### config.mk
export PLATFORM = sky130hd
export DESIGN_NAME = regfile_wb_arbiter_flat
export DESIGN_NICKNAME = d
export VERILOG_FILES = /design/src/rtl/cpu_defs.sv /design/src/rtl/regfile_wb_arbiter_if.sv /design/src/rtl/wb_pend_queue.sv /design/src/rtl/regfile_wb_arbiter.sv /design/src/flat_wrapper.sv
export SDC_FILE = /design/constraint.sdc
export NUM_CORES = 1
export LEC_CHECK = 0
export ABC_CLOCK_PERIOD_IN_PS = 4700
export BUFFER_PORTS_ARGS = -buffer_cell sky130_fd_sc_hd__buf_2
export CORE_ASPECT_RATIO = 1.75
export CORE_MARGIN = 3
export CORE_UTILIZATION = 35
export CTS_CLUSTER_DIAMETER = 80
export DETAILED_ROUTE_END_ITERATION = 10
export SETUP_SLACK_MARGIN = 0.05
export SYNTH_ARGS = -nofsm -noshare
export SYNTH_HDL_FRONTEND = slang
export SYNTH_SLANG_ARGS = --single-unit
### constraint.sdc
create_clock -name clk -period 4.7 [get_ports clk]
set_input_delay 0 -clock clk [delete_from_list [all_inputs] [get_ports clk]]
set_output_delay 0 -clock clk [all_outputs]
set_load 0.05 [all_outputs]
### src/rtl/cpu_defs.sv
`default_nettype none
// ============================================================================
// Package     : cpu_defs
// Description : Shared register-file widths, the zero-register address and
//               the write-back entry record used by the WB arbiter.
// Revision    : 1.0 - initial release
// ============================================================================
package cpu_defs;

   localparam int REG_AW = 5;
   localparam int REG_DW = 32;
   localparam logic [REG_AW-1:0] REG_ZERO = 5'd0;

   // One queued register write; dead entries are kept only to be popped
   typedef struct packed {
      logic              live;
      logic [REG_AW-1:0] wa;
      logic [REG_DW-1:0] wd;
   } wb_entry_t;

   // One-hot decode of a register address into a per-register mask
   function automatic logic [2**REG_AW-1:0] reg_onehot(input logic [REG_AW-1:0] wa);
      logic [2**REG_AW-1:0] m;
      m     = '0;
      m[wa] = 1'b1;
      return m;
   endfunction

endpackage
`default_nettype wire

### src/rtl/regfile_wb_arbiter_if.sv
`default_nettype none
// ============================================================================
// Interface   : regfile_wb_arbiter_if
// Description : Pipeline WB, secondary writer and regfile write-port signals
//               of the WB arbiter, bundled with master/slave views.
// Revision    : 1.0 - initial release
// ============================================================================
interface regfile_wb_arbiter_if
   import cpu_defs::*;
#(
   parameter int DEPTH = 4,
   parameter int AW    = REG_AW,
   parameter int DW    = REG_DW
);
   localparam int CW = $clog2(DEPTH) + 1;

   logic          p_we;
   logic [AW-1:0] p_wa;
   logic [DW-1:0] p_wd;
   logic          s_valid;
   logic          s_ready;
   logic [AW-1:0] s_wa;
   logic [DW-1:0] s_wd;
   logic          rf_we;
   logic [AW-1:0] rf_wa;
   logic [DW-1:0] rf_wd;
   logic [2**AW-1:0] pending_mask;
   logic [CW-1:0] q_count;

   // Producer side: pipeline, secondary writer and observers of the port
   modport master (
      output p_we, p_wa, p_wd, s_valid, s_wa, s_wd,
      input  s_ready, rf_we, rf_wa, rf_wd, pending_mask, q_count
   );

   // Arbiter side
   modport slave (
      input  p_we, p_wa, p_wd, s_valid, s_wa, s_wd,
      output s_ready, rf_we, rf_wa, rf_wd, pending_mask, q_count
   );

endinterface
`default_nettype wire

### src/rtl/wb_pend_queue.sv
`default_nettype none
// ============================================================================
// Module      : wb_pend_queue
// Description : Small FIFO of pending secondary register writes. Exposes the
//               head, per-entry live/address for hazard masks, and kills live
//               entries matching a squash address.
// Revision    : 1.0 - initial release
// ============================================================================
module wb_pend_queue
   import cpu_defs::*;
#(
   parameter int DEPTH = 4
)(
   input  wire logic                            clk,
   input  wire logic                            rst,
   input  wire logic                            push,
   input  wire wb_entry_t                       push_entry,
   input  wire logic                            pop,
   input  wire logic                            squash_en,
   input  wire logic [REG_AW-1:0]               squash_wa,
   output wb_entry_t                            head,
   output logic                                 head_valid,
   output logic                                 full,
   output logic [$clog2(DEPTH):0]               count,
   output logic [DEPTH-1:0]                     ent_live,
   output logic [DEPTH-1:0][REG_AW-1:0]         ent_wa
);
   localparam int PW = $clog2(DEPTH);
   localparam logic [PW:0] c_ptr_one = 1;

   logic [PW:0]        r_wr_ptr;
   logic [PW:0]        r_rd_ptr;
   logic [DEPTH-1:0]   r_valid;
   logic [DEPTH-1:0]   r_live;
   logic [REG_AW-1:0]  r_wa [DEPTH];
   logic [REG_DW-1:0]  r_wd [DEPTH];

   logic w_empty;
   logic w_do_push;
   logic w_do_pop;

   assign w_empty   = (r_wr_ptr == r_rd_ptr);
   assign full      = (r_wr_ptr[PW-1:0] == r_rd_ptr[PW-1:0]) && (r_wr_ptr[PW] != r_rd_ptr[PW]);
   assign count     = r_wr_ptr - r_rd_ptr;
   assign w_do_push = push && !full;
   assign w_do_pop  = pop && !w_empty;

   assign head_valid = !w_empty;
   assign head.live  = r_live[r_rd_ptr[PW-1:0]];
   assign head.wa    = r_wa[r_rd_ptr[PW-1:0]];
   assign head.wd    = r_wd[r_rd_ptr[PW-1:0]];

   generate
      for (genvar gi = 0; gi < DEPTH; gi++) begin : g_ent
         assign ent_live[gi] = r_valid[gi] && r_live[gi];
         assign ent_wa[gi]   = r_wa[gi];
      end
   endgenerate

   // Pointers, occupancy and liveness; squash only kills entries already held
   always_ff @(posedge clk) begin
      if (rst) begin
         r_wr_ptr <= '0;
         r_rd_ptr <= '0;
         r_valid  <= '0;
         r_live   <= '0;
      end else begin
         for (int i = 0; i < DEPTH; i++) begin
            if (squash_en && r_valid[i] && r_live[i] && (r_wa[i] == squash_wa)) begin
               r_live[i] <= 1'b0;
            end
         end
         if (w_do_pop) begin
            r_valid[r_rd_ptr[PW-1:0]] <= 1'b0;
            r_rd_ptr                  <= r_rd_ptr + c_ptr_one;
         end
         if (w_do_push) begin
            r_valid[r_wr_ptr[PW-1:0]] <= 1'b1;
            r_live[r_wr_ptr[PW-1:0]]  <= push_entry.live;
            r_wr_ptr                  <= r_wr_ptr + c_ptr_one;
         end
      end
   end

   // Entry payload; meaningless while the slot is invalid, so no reset needed
   always_ff @(posedge clk) begin
      if (w_do_push && !rst) begin
         r_wa[r_wr_ptr[PW-1:0]] <= push_entry.wa;
         r_wd[r_wr_ptr[PW-1:0]] <= push_entry.wd;
      end
   end

endmodule
`default_nettype wire

### src/rtl/regfile_wb_arbiter.sv
`default_nettype none
// ============================================================================
// Module      : regfile_wb_arbiter
// Description : Shares the regfile write port between the pipeline WB stage
//               (always wins, zero latency) and a queued secondary writer that
//               drains in idle cycles. Exports a pending-write mask for decode.
// Revision    : 1.0 - initial release
// ============================================================================
module regfile_wb_arbiter
   import cpu_defs::*;
#(
   parameter int DEPTH = 4,
   parameter int AW    = REG_AW,
   parameter int DW    = REG_DW
)(
   input  wire logic             clk,
   input  wire logic             rst,
   regfile_wb_arbiter_if.slave   bus
);
   localparam int CW = $clog2(DEPTH) + 1;

   wb_entry_t                    w_head;
   wb_entry_t                    w_push_entry;
   logic                         w_head_valid;
   logic                         w_full;
   logic [CW-1:0]                w_count;
   logic [DEPTH-1:0]             w_ent_live;
   logic [DEPTH-1:0][REG_AW-1:0] w_ent_wa;
   logic                         w_p_act;
   logic                         w_head_write;
   logic                         w_pop;
   logic                         w_push;
   logic                         w_rf_we;
   logic [AW-1:0]                w_rf_wa;
   logic [DW-1:0]                w_rf_wd;
   logic [2**AW-1:0]             w_mask;

   // Writes to r0 are architecturally void, so they never claim the port.
   assign w_p_act = bus.p_we && (bus.p_wa != REG_ZERO);

   // Queue writes are suppressed while rst is high so a reset mid-drain lets
   // no queued value reach the regfile in the reset cycle itself.
   assign w_head_write = w_head_valid && w_head.live && !w_p_act && !rst;
   assign w_pop        = w_head_valid && !w_p_act && !rst;
   assign w_push       = bus.s_valid && !w_full;

   assign w_push_entry.live = (bus.s_wa != REG_ZERO);
   assign w_push_entry.wa   = bus.s_wa;
   assign w_push_entry.wd   = bus.s_wd;

   wb_pend_queue #(
      .DEPTH (DEPTH)
   ) u_queue (
      .clk        (clk),
      .rst        (rst),
      .push       (w_push),
      .push_entry (w_push_entry),
      .pop        (w_pop),
      .squash_en  (w_p_act),
      .squash_wa  (bus.p_wa),
      .head       (w_head),
      .head_valid (w_head_valid),
      .full       (w_full),
      .count      (w_count),
      .ent_live   (w_ent_live),
      .ent_wa     (w_ent_wa)
   );

   // Write-port priority mux: pipeline, then live queue head, else idle
   always_comb begin
      w_rf_we = 1'b0;
      w_rf_wa = '0;
      w_rf_wd = '0;
      if (w_p_act) begin
         w_rf_we = 1'b1;
         w_rf_wa = bus.p_wa;
         w_rf_wd = bus.p_wd;
      end else if (w_head_write) begin
         w_rf_we = 1'b1;
         w_rf_wa = w_head.wa;
         w_rf_wd = w_head.wd;
      end
   end

   // Pending mask: OR of one-hot destinations of live queued entries
   always_comb begin
      w_mask = '0;
      for (int i = 0; i < DEPTH; i++) begin
         if (w_ent_live[i]) begin
            w_mask = w_mask | reg_onehot(w_ent_wa[i]);
         end
      end
      w_mask[0] = 1'b0;
   end

   assign bus.rf_we        = w_rf_we;
   assign bus.rf_wa        = w_rf_wa;
   assign bus.rf_wd        = w_rf_wd;
   assign bus.s_ready      = !w_full;
   assign bus.pending_mask = w_mask;
   assign bus.q_count      = w_count;

endmodule
`default_nettype wire

### src/flat_wrapper.sv
// flat-port wrapper written by rule: the top's interface ports become plain ports
module regfile_wb_arbiter_flat import cpu_defs::*;
#(
   parameter int DEPTH = 4,
   parameter int AW    = REG_AW,
   parameter int DW    = REG_DW
)
  (clk, rst, bus_p_we, bus_p_wa, bus_p_wd, bus_s_valid, bus_s_wa, bus_s_wd, bus_s_ready, bus_rf_we, bus_rf_wa, bus_rf_wd, bus_pending_mask, bus_q_count);
  regfile_wb_arbiter_if #(.DEPTH(DEPTH), .AW(AW), .DW(DW)) bus_i ();
  input  wire logic clk;
  input  wire logic rst;
  input wire logic [$bits(bus_i.p_we)-1:0] bus_p_we;
  input wire logic [$bits(bus_i.p_wa)-1:0] bus_p_wa;
  input wire logic [$bits(bus_i.p_wd)-1:0] bus_p_wd;
  input wire logic [$bits(bus_i.s_valid)-1:0] bus_s_valid;
  input wire logic [$bits(bus_i.s_wa)-1:0] bus_s_wa;
  input wire logic [$bits(bus_i.s_wd)-1:0] bus_s_wd;
  output wire logic [$bits(bus_i.s_ready)-1:0] bus_s_ready;
  output wire logic [$bits(bus_i.rf_we)-1:0] bus_rf_we;
  output wire logic [$bits(bus_i.rf_wa)-1:0] bus_rf_wa;
  output wire logic [$bits(bus_i.rf_wd)-1:0] bus_rf_wd;
  output wire logic [$bits(bus_i.pending_mask)-1:0] bus_pending_mask;
  output wire logic [$bits(bus_i.q_count)-1:0] bus_q_count;
  assign bus_i.p_we = bus_p_we;
  assign bus_i.p_wa = bus_p_wa;
  assign bus_i.p_wd = bus_p_wd;
  assign bus_i.s_valid = bus_s_valid;
  assign bus_i.s_wa = bus_s_wa;
  assign bus_i.s_wd = bus_s_wd;
  assign bus_s_ready = bus_i.s_ready;
  assign bus_rf_we = bus_i.rf_we;
  assign bus_rf_wa = bus_i.rf_wa;
  assign bus_rf_wd = bus_i.rf_wd;
  assign bus_pending_mask = bus_i.pending_mask;
  assign bus_q_count = bus_i.q_count;
  regfile_wb_arbiter #(.DEPTH(DEPTH), .AW(AW), .DW(DW)) u_core (.clk(clk), .rst(rst), .bus(bus_i));
endmodule
# [Yosys cells after proc, flatten, opt, wreduce, memory -nomap -nowiden]
# Memories as Yosys holds them, arrays and structs flattened. A register that Yosys moved wholly into a read port is not among the register bits.
# Index checks and enable logic that the tools add are counted.
[word_totals] mem_count=2 output_inout_bits=74 elab_cells=116 ff_bits=14 mem_bits_rw=148 in_bits=78
[classes] mux=43 n_bitwise=6 n_eq_ne=7 order_cmp=12 n_addsub=3 n_reduce_logical=39
[memory_table] name="u_core.u_queue.r_wd" depth=4 word_bits=32 read_ports=1 rd_clocked_by_memory_dff=1 write_ports=1 line="wb_pend_queue.sv:36" source="logic [REG_DW-1:0] r_wd [DEPTH];"
[memory_table] name="u_core.u_queue.r_wa" depth=4 word_bits=5 read_ports=5 rd_clocked_by_memory_dff=1 write_ports=1 line="wb_pend_queue.sv:35" source="logic [REG_AW-1:0] r_wa [DEPTH];"
[op_table] op="32-bit two-way mux" n=6
[op_table] op="32-bit OR" n=3
[op_table] op="1-bit logical AND" n=33
[op_table] op="5-bit by 6-bit < comparator with 1-bit output, second input constant" n=4
[op_table] op="1-bit demux with 5-bit select" n=4
[op_table] op="5-bit equality test" n=4
[op_table] op="5-bit by 1-bit greater-or-equal comparator with 1-bit output, second input constant" n=4
[op_table] op="1-bit two-way mux" n=19
[op_table] op="4-bit two-way mux" n=4
[op_table] op="5-bit two-way mux" n=2
[op_table] op="5-bit nonzero test" n=2
[op_table] op="2-bit two-way mux" n=4
[op_table] op="3-bit by 1-bit adder with 3-bit output, second input constant" n=2
[op_table] op="2-bit by 3-bit < comparator with 1-bit output, second input constant" n=2
[op_table] op="4-bit AND" n=1
[op_table] op="4-bit bitwise mux" n=1
[op_table] op="1-bit demux with 2-bit select" n=2
[op_table] op="2-bit by 1-bit greater-or-equal comparator with 1-bit output, second input constant" n=2
[op_table] op="1-bit logical NOT" n=4
[op_table] op="4-bit inverter" n=1
[op_table] op="4-bit OR" n=1
[op_table] op="3-bit equality test" n=1
[op_table] op="3-bit subtractor" n=1
[op_table] op="1-bit binary-select mux with 2-bit select" n=1
[op_table] op="other kinds (2)" n=2

# [Logic depth before layout (Yosys ltp)]
# An unclocked memory read counts as a cell.
[depth] depth_word=12 ltp_mapped=7 ltp_nobuf=6

# [By module]
# From an unflattened synthesis, not the netlist that was laid out.
[hier_totals] hier_cells=587 area_unflattened_um2=8190.4
[modules_own_cells] mod="wb_pend_queue" cells_per_inst=313 seq_area_each_um2=4764.6 n_inst=1 area_per_inst_um2=6434.9
[modules_own_cells] mod="regfile_wb_arbiter" cells_per_inst=274 seq_area_each_um2=0.0 n_inst=1 area_per_inst_um2=1755.4

# [Worst setup path before layout]
# No wires, ideal clock.
[synth_path] path_kind="flip-flop to flip-flop" from="reg u_core.u_queue.r_rd_ptr[1]" to="mem u_core.u_queue.r_wa[3][0], enable pin" path_stages_with_launch=5 setup_slack_ns=1.597 t_required_ns=4.269 path_buffers=0 t_arrival_ns=2.672 setup_time_ns=0.431 period_less_slack_ns=3.103 cell_sequence="dfxtp_1 -> inv_1 -> ha_1 -> a31o_2 -> nor2_1"
[synth_via] elab_chain_cells=8
[synth_rtl] element="start, declared" line="wb_pend_queue.sv:32" source="logic [PW:0] r_rd_ptr;"
[synth_rtl] element="start signal, assigned" line="wb_pend_queue.sv:75" source="r_rd_ptr <= r_rd_ptr + c_ptr_one;"
[synth_rtl] element="2-bit equality test (*)" line="wb_pend_queue.sv:43" source="assign full = (r_wr_ptr[PW-1:0] == r_rd_ptr[PW-1:0]) && (r_wr_ptr[PW] != r_rd_ptr[PW]);"
[synth_rtl] element="1-bit logical AND (*)" line="wb_pend_queue.sv:43"
[synth_rtl] element="1-bit logical NOT (*)" line="wb_pend_queue.sv:45, regfile_wb_arbiter.sv:45"
[synth_rtl] element="1-bit logical AND" line="regfile_wb_arbiter.sv:45" source="assign w_push = bus.s_valid && !w_full;"
[synth_rtl] element="1-bit logical AND (*)" line="wb_pend_queue.sv:45" source="assign w_do_push = push && !full;"
[synth_rtl] element="1-bit logical AND (*)" line="wb_pend_queue.sv:87" source="if (w_do_push && !rst) begin"
[synth_rtl] element="1-bit two-way mux (*)" line="wb_pend_queue.sv:87"
[synth_rtl] element="1-bit two-way mux (not written as such) (*)" line="wb_pend_queue.sv:88" source="r_wa[r_wr_ptr[PW-1:0]] <= push_entry.wa;"
[synth_rtl] element="end, declared" line="wb_pend_queue.sv:35"
# Mark *: on every way between the ends. The rest lies on a longest branch, timed or not.

# [Worst setup path in the final report]
[layout_path] from="reg u_core.u_queue.r_rd_ptr[1]" to="mem u_core.u_queue.r_wd[2][11], enable pin"
[layout_via] elab_chain_cells=8
[layout_rtl] element="2-bit equality test (*)" line="wb_pend_queue.sv:43"
[layout_rtl] element="1-bit logical AND (*)" line="wb_pend_queue.sv:43"
[layout_rtl] element="1-bit logical NOT (*)" line="wb_pend_queue.sv:45, regfile_wb_arbiter.sv:45"
[layout_rtl] element="1-bit logical AND" line="regfile_wb_arbiter.sv:45"
[layout_rtl] element="1-bit logical AND (*)" line="wb_pend_queue.sv:45"
[layout_rtl] element="1-bit logical AND (*)" line="wb_pend_queue.sv:87"
[layout_rtl] element="1-bit two-way mux (*)" line="wb_pend_queue.sv:87"
[layout_rtl] element="1-bit two-way mux (not written as such) (*)" line="wb_pend_queue.sv:89" source="r_wd[r_wr_ptr[PW-1:0]] <= push_entry.wd;"
[layout_rtl] element="end, declared" line="wb_pend_queue.sv:36"
# Marks and branches as above.

==> impl_results.md <==
- Worst slack at placement: 1.55 ns
- Area of the multi-input gates: 2940 sq um
- Syn_nets: 629
- Worst-Skew Late Latency: 0.42 ns
- Slowest stage delay, CP: 0.87 ns
- Clock Tree Buf Depth: 2
- Synthesis-to-layout area growth: 25.0%
- Path type of the worst min-delay path: in2reg
- Seq/Total Area, Yosys: 0.600
- CTS tree: yes
- Placer Congestion: 0.964
- I/O pins: 152
- GRT Overall Usage: 0.182
- Fin crit share: 0.673
- CP max FO: 37
- First-pass GRT wire length: 33.9 mm
- Syn_area_per_cell: 14.7 sq um
- Crit path cell chain: inv_1 > ha_1 > a31oi_1 > nor2b_1 > and2_2
- Clock transition at path regs: 0.07 ns
- Commonest non-fill, non-tap cells in the layout: 150 x buf_2, 148 x edfxtp_1, 38 x mux4_2, 38 x dlygate4sd3_1, 37 x a22o_1
- Final-layout fill cell count: 2046
- Skew final: 0.0102 ns
- Dpl hpwl: 15.8 mm
- Total clock sinks: 164
- RSZ-0062 raised after global routing: false
- Commonest non-fill, non-tap cell in the layout: buf_2
- Total gr overflow: 0
- Crit end category: flop
- Setup_tns: 0 ns
- Critical path class: reg2reg
- Largest net degree at the start of global routing: 38
- Die Y: 205 um
- Critical Path Start Type: flop
- Pwr Density: 384 nW/um^2
- Max-cap viol count: 0
- Synthesized cell area: 7940 sq um
- Core ar.: 22200 sq um
- Final WL: 22.4 mm
- Outcome: complete, no violations
- Leak: 0.00357 uW
- Vias in the first global route: 5717
- Die X: 120 um
- H-tree levels: 4
- Distinct cells, synth: 53
- Delay-heaviest family, CP: simple AND/OR/NAND/NOR gates
- Maximum vdd drop: 0.000365 V
- Iteration-0 DRC Markers: 578
- Final Instance Count excl. Fillers: 1020
- Initial antenna violation count: 1
- Final ANT Viol Nets: 0
- Final Critical Period: 3.17 ns
- Cts bufs inserted: 17
- WP data arrival: 3.20 ns
- WP data required: 4.74 ns
- Syn Inst Count: 540
- Fin. Hold Viols: 0
- Clock root cell: clkbuf_16
- Slew margin rel.: 0.219
- Layout Nets: 799
- Die area: 24600 sq um
- Worst path slowest cell: and2_2
- DR WL/cell: 22.0 um
- Std-Cell Rows: 72
- Final Max Slew Viols: 0
- Yosys warns: 0
- CP bufs+invs: 1
- Setup ws final: 1.53 ns
- Layout cells sized above 1: 0.336
- Routed via count: 5672
- Final core utilization: 0.447
- Vias/cell: 5.56
- IO buf count: 150
- Cell count after placement: 949
- Initial Util: 0.358
- Endpoints failing setup: 0
- EDFF count, synth: 148
- Asr flop ratio synth: 0
- Ys flop type: edfxtp_1
- FMAX: 0.316 GHz
- FF+latch area: 4770 sq um
- Drc violations: 0
- Worst-Margin Slew: 1.16 ns
- DR pass1 iterations: 5
- Number of synthesized register bits: 164
==> metrics by stage <==
| step | cell area, sq um | hold slack (ns) | total power (uW) |
|---|---|---|---|
| 2_1_floorplan | 7940 | 0.0989 | 2180 |
| 3_3_place_gp | 8900 | 0.212 | 2360 |
| 3_5_place_dp | 8900 | 0.217 | 2370 |
| 4_1_cts | 9910 | 0.112 | 3850 |
| 5_1_grt | 9920 | 0.152 | 3950 |
| 6_report | 9920 | 0.125 | 3810 |
==> registers in the layout, summed over array words and instances (netlist names), named ones only <==
signal,flops
u_core.u_queue.r_wr_ptr,3
u_core.u_queue.r_wd,128
u_core.u_queue.r_valid,4
u_core.u_queue.r_rd_ptr,3
u_core.u_queue.r_wa,20
u_core.u_queue.r_live,4
==> report_power, final <==
part	total (uW)	switching [uW]	internal [uW]
registers	1730	88.6	1650
clock network	1460	600	862
logic	617	349	267
==> cell usage after synthesis, types with 2 or more instances <==
library cell	instances	share of area
a311oi_1	3	0.0033
xor2_1	7	0.0077
dfxtp_1	16	0.040
mux2i_1	6	0.0076
or2_2	4	0.0032
nor2b_1	7	0.0055
mux4_2	38	0.11
o22ai_1	9	0.0071
a221o_1	5	0.0063
nor3_1	7	0.0044
buf_6	5	0.0071
and3_1	2	0.0016
a22oi_1	13	0.012
a32oi_1	4	0.0044
nand3b_1	7	0.0066
xnor2_1	17	0.019
or3b_2	3	0.0033
buf_4	2	0.0019
and2_1	4	0.0032
nand4_1	6	0.0047
or3_1	6	0.0047
nand2_1	21	0.0099
o221ai_1	18	0.020
nor3b_1	6	0.0057
nand3_1	8	0.0050
a22o_1	37	0.041
ha_1	10	0.016
nand4b_1	2	0.0022
a21oi_1	10	0.0063
inv_1	11	0.0052
clkbuf_1	31	0.015
a211o_1	4	0.0044
edfxtp_1	148	0.56
o21ai_0	5	0.0032
mux2_2	2	0.0028
nand2b_1	3	0.0024
and3b_1	4	0.0044
o211ai_1	4	0.0038
o41ai_1	4	0.0044
nor2_1	28	0.013
==> metal layers <==
layer,vias to the layer above,routed length (um),track usage
met1,2863,8220,0.204
met3,46,1170,0.0336
li1,2530,-,-
met2,233,12400,0.340
met4,0,672,0.0705
met5,-,0,0
==> worst paths after layout <==
kind	start	slack, ns	endpoint	cells past startpoint
max	u_core.u_queue.r_rd_ptr[1]$_SDFFE_PP0N_	1.53	u_core.u_queue.r_wd[2][11]$_DFFE_PP_	5
min	bus_s_valid	0.12	u_core.u_queue.r_wr_ptr[0]$_SDFFE_PP0N_	5
max reg2reg	u_core.u_queue.r_rd_ptr[1]$_SDFFE_PP0N_	1.53	u_core.u_queue.r_wd[2][11]$_DFFE_PP_	5
min reg2reg	u_core.u_queue.r_rd_ptr[2]$_SDFFE_PP0N_	0.51	u_core.u_queue.r_rd_ptr[2]$_SDFFE_PP0N_	2
==> worst reg2reg max path: stages, from the launching register on <==
cell and delay, ns:
dfxtp_1 0.46, inv_1 0.13, ha_1 0.34, a31oi_1 0.70, nor2b_1 0.27, and2_2 0.87
==> area by class of cell <==
cell class / count / area share
inverter: 11 / 0.00416
tap: 296 / 0.0373
clock inverter: 15 / 0.0209
antenna: 1 / 0.000252
multi-input combinational: 324 / 0.297
clock buffer: 17 / 0.0429
timing repair buffer: 192 / 0.117
sequential: 164 / 0.481
==> logic make-up (layout without fill, tap and decap cells) <==
group                      count (synthesis)  in the layout  share of synthesized area
buffers and inverters                     52            235                     0.0306
muxes                                     46             46                      0.118
and+or+nand+nor                          122            122                     0.0856
AOI/OAI and AO/OA                        120            120                      0.120
adders and majority gates                 11             11                     0.0183
xor gates and xnor gates                  24             24                     0.0265
DFF                                      164            164                      0.600
other                                      1              2                   0.000473
==> repair_timing <==
action	4_1_cts	5_1_grt
resized for setup	0	0
setup buffers	0	0
hold buffers	38	0
endpoints found under the hold margin	150	0
No activity file was read; power rests on OpenSTA's default activity.
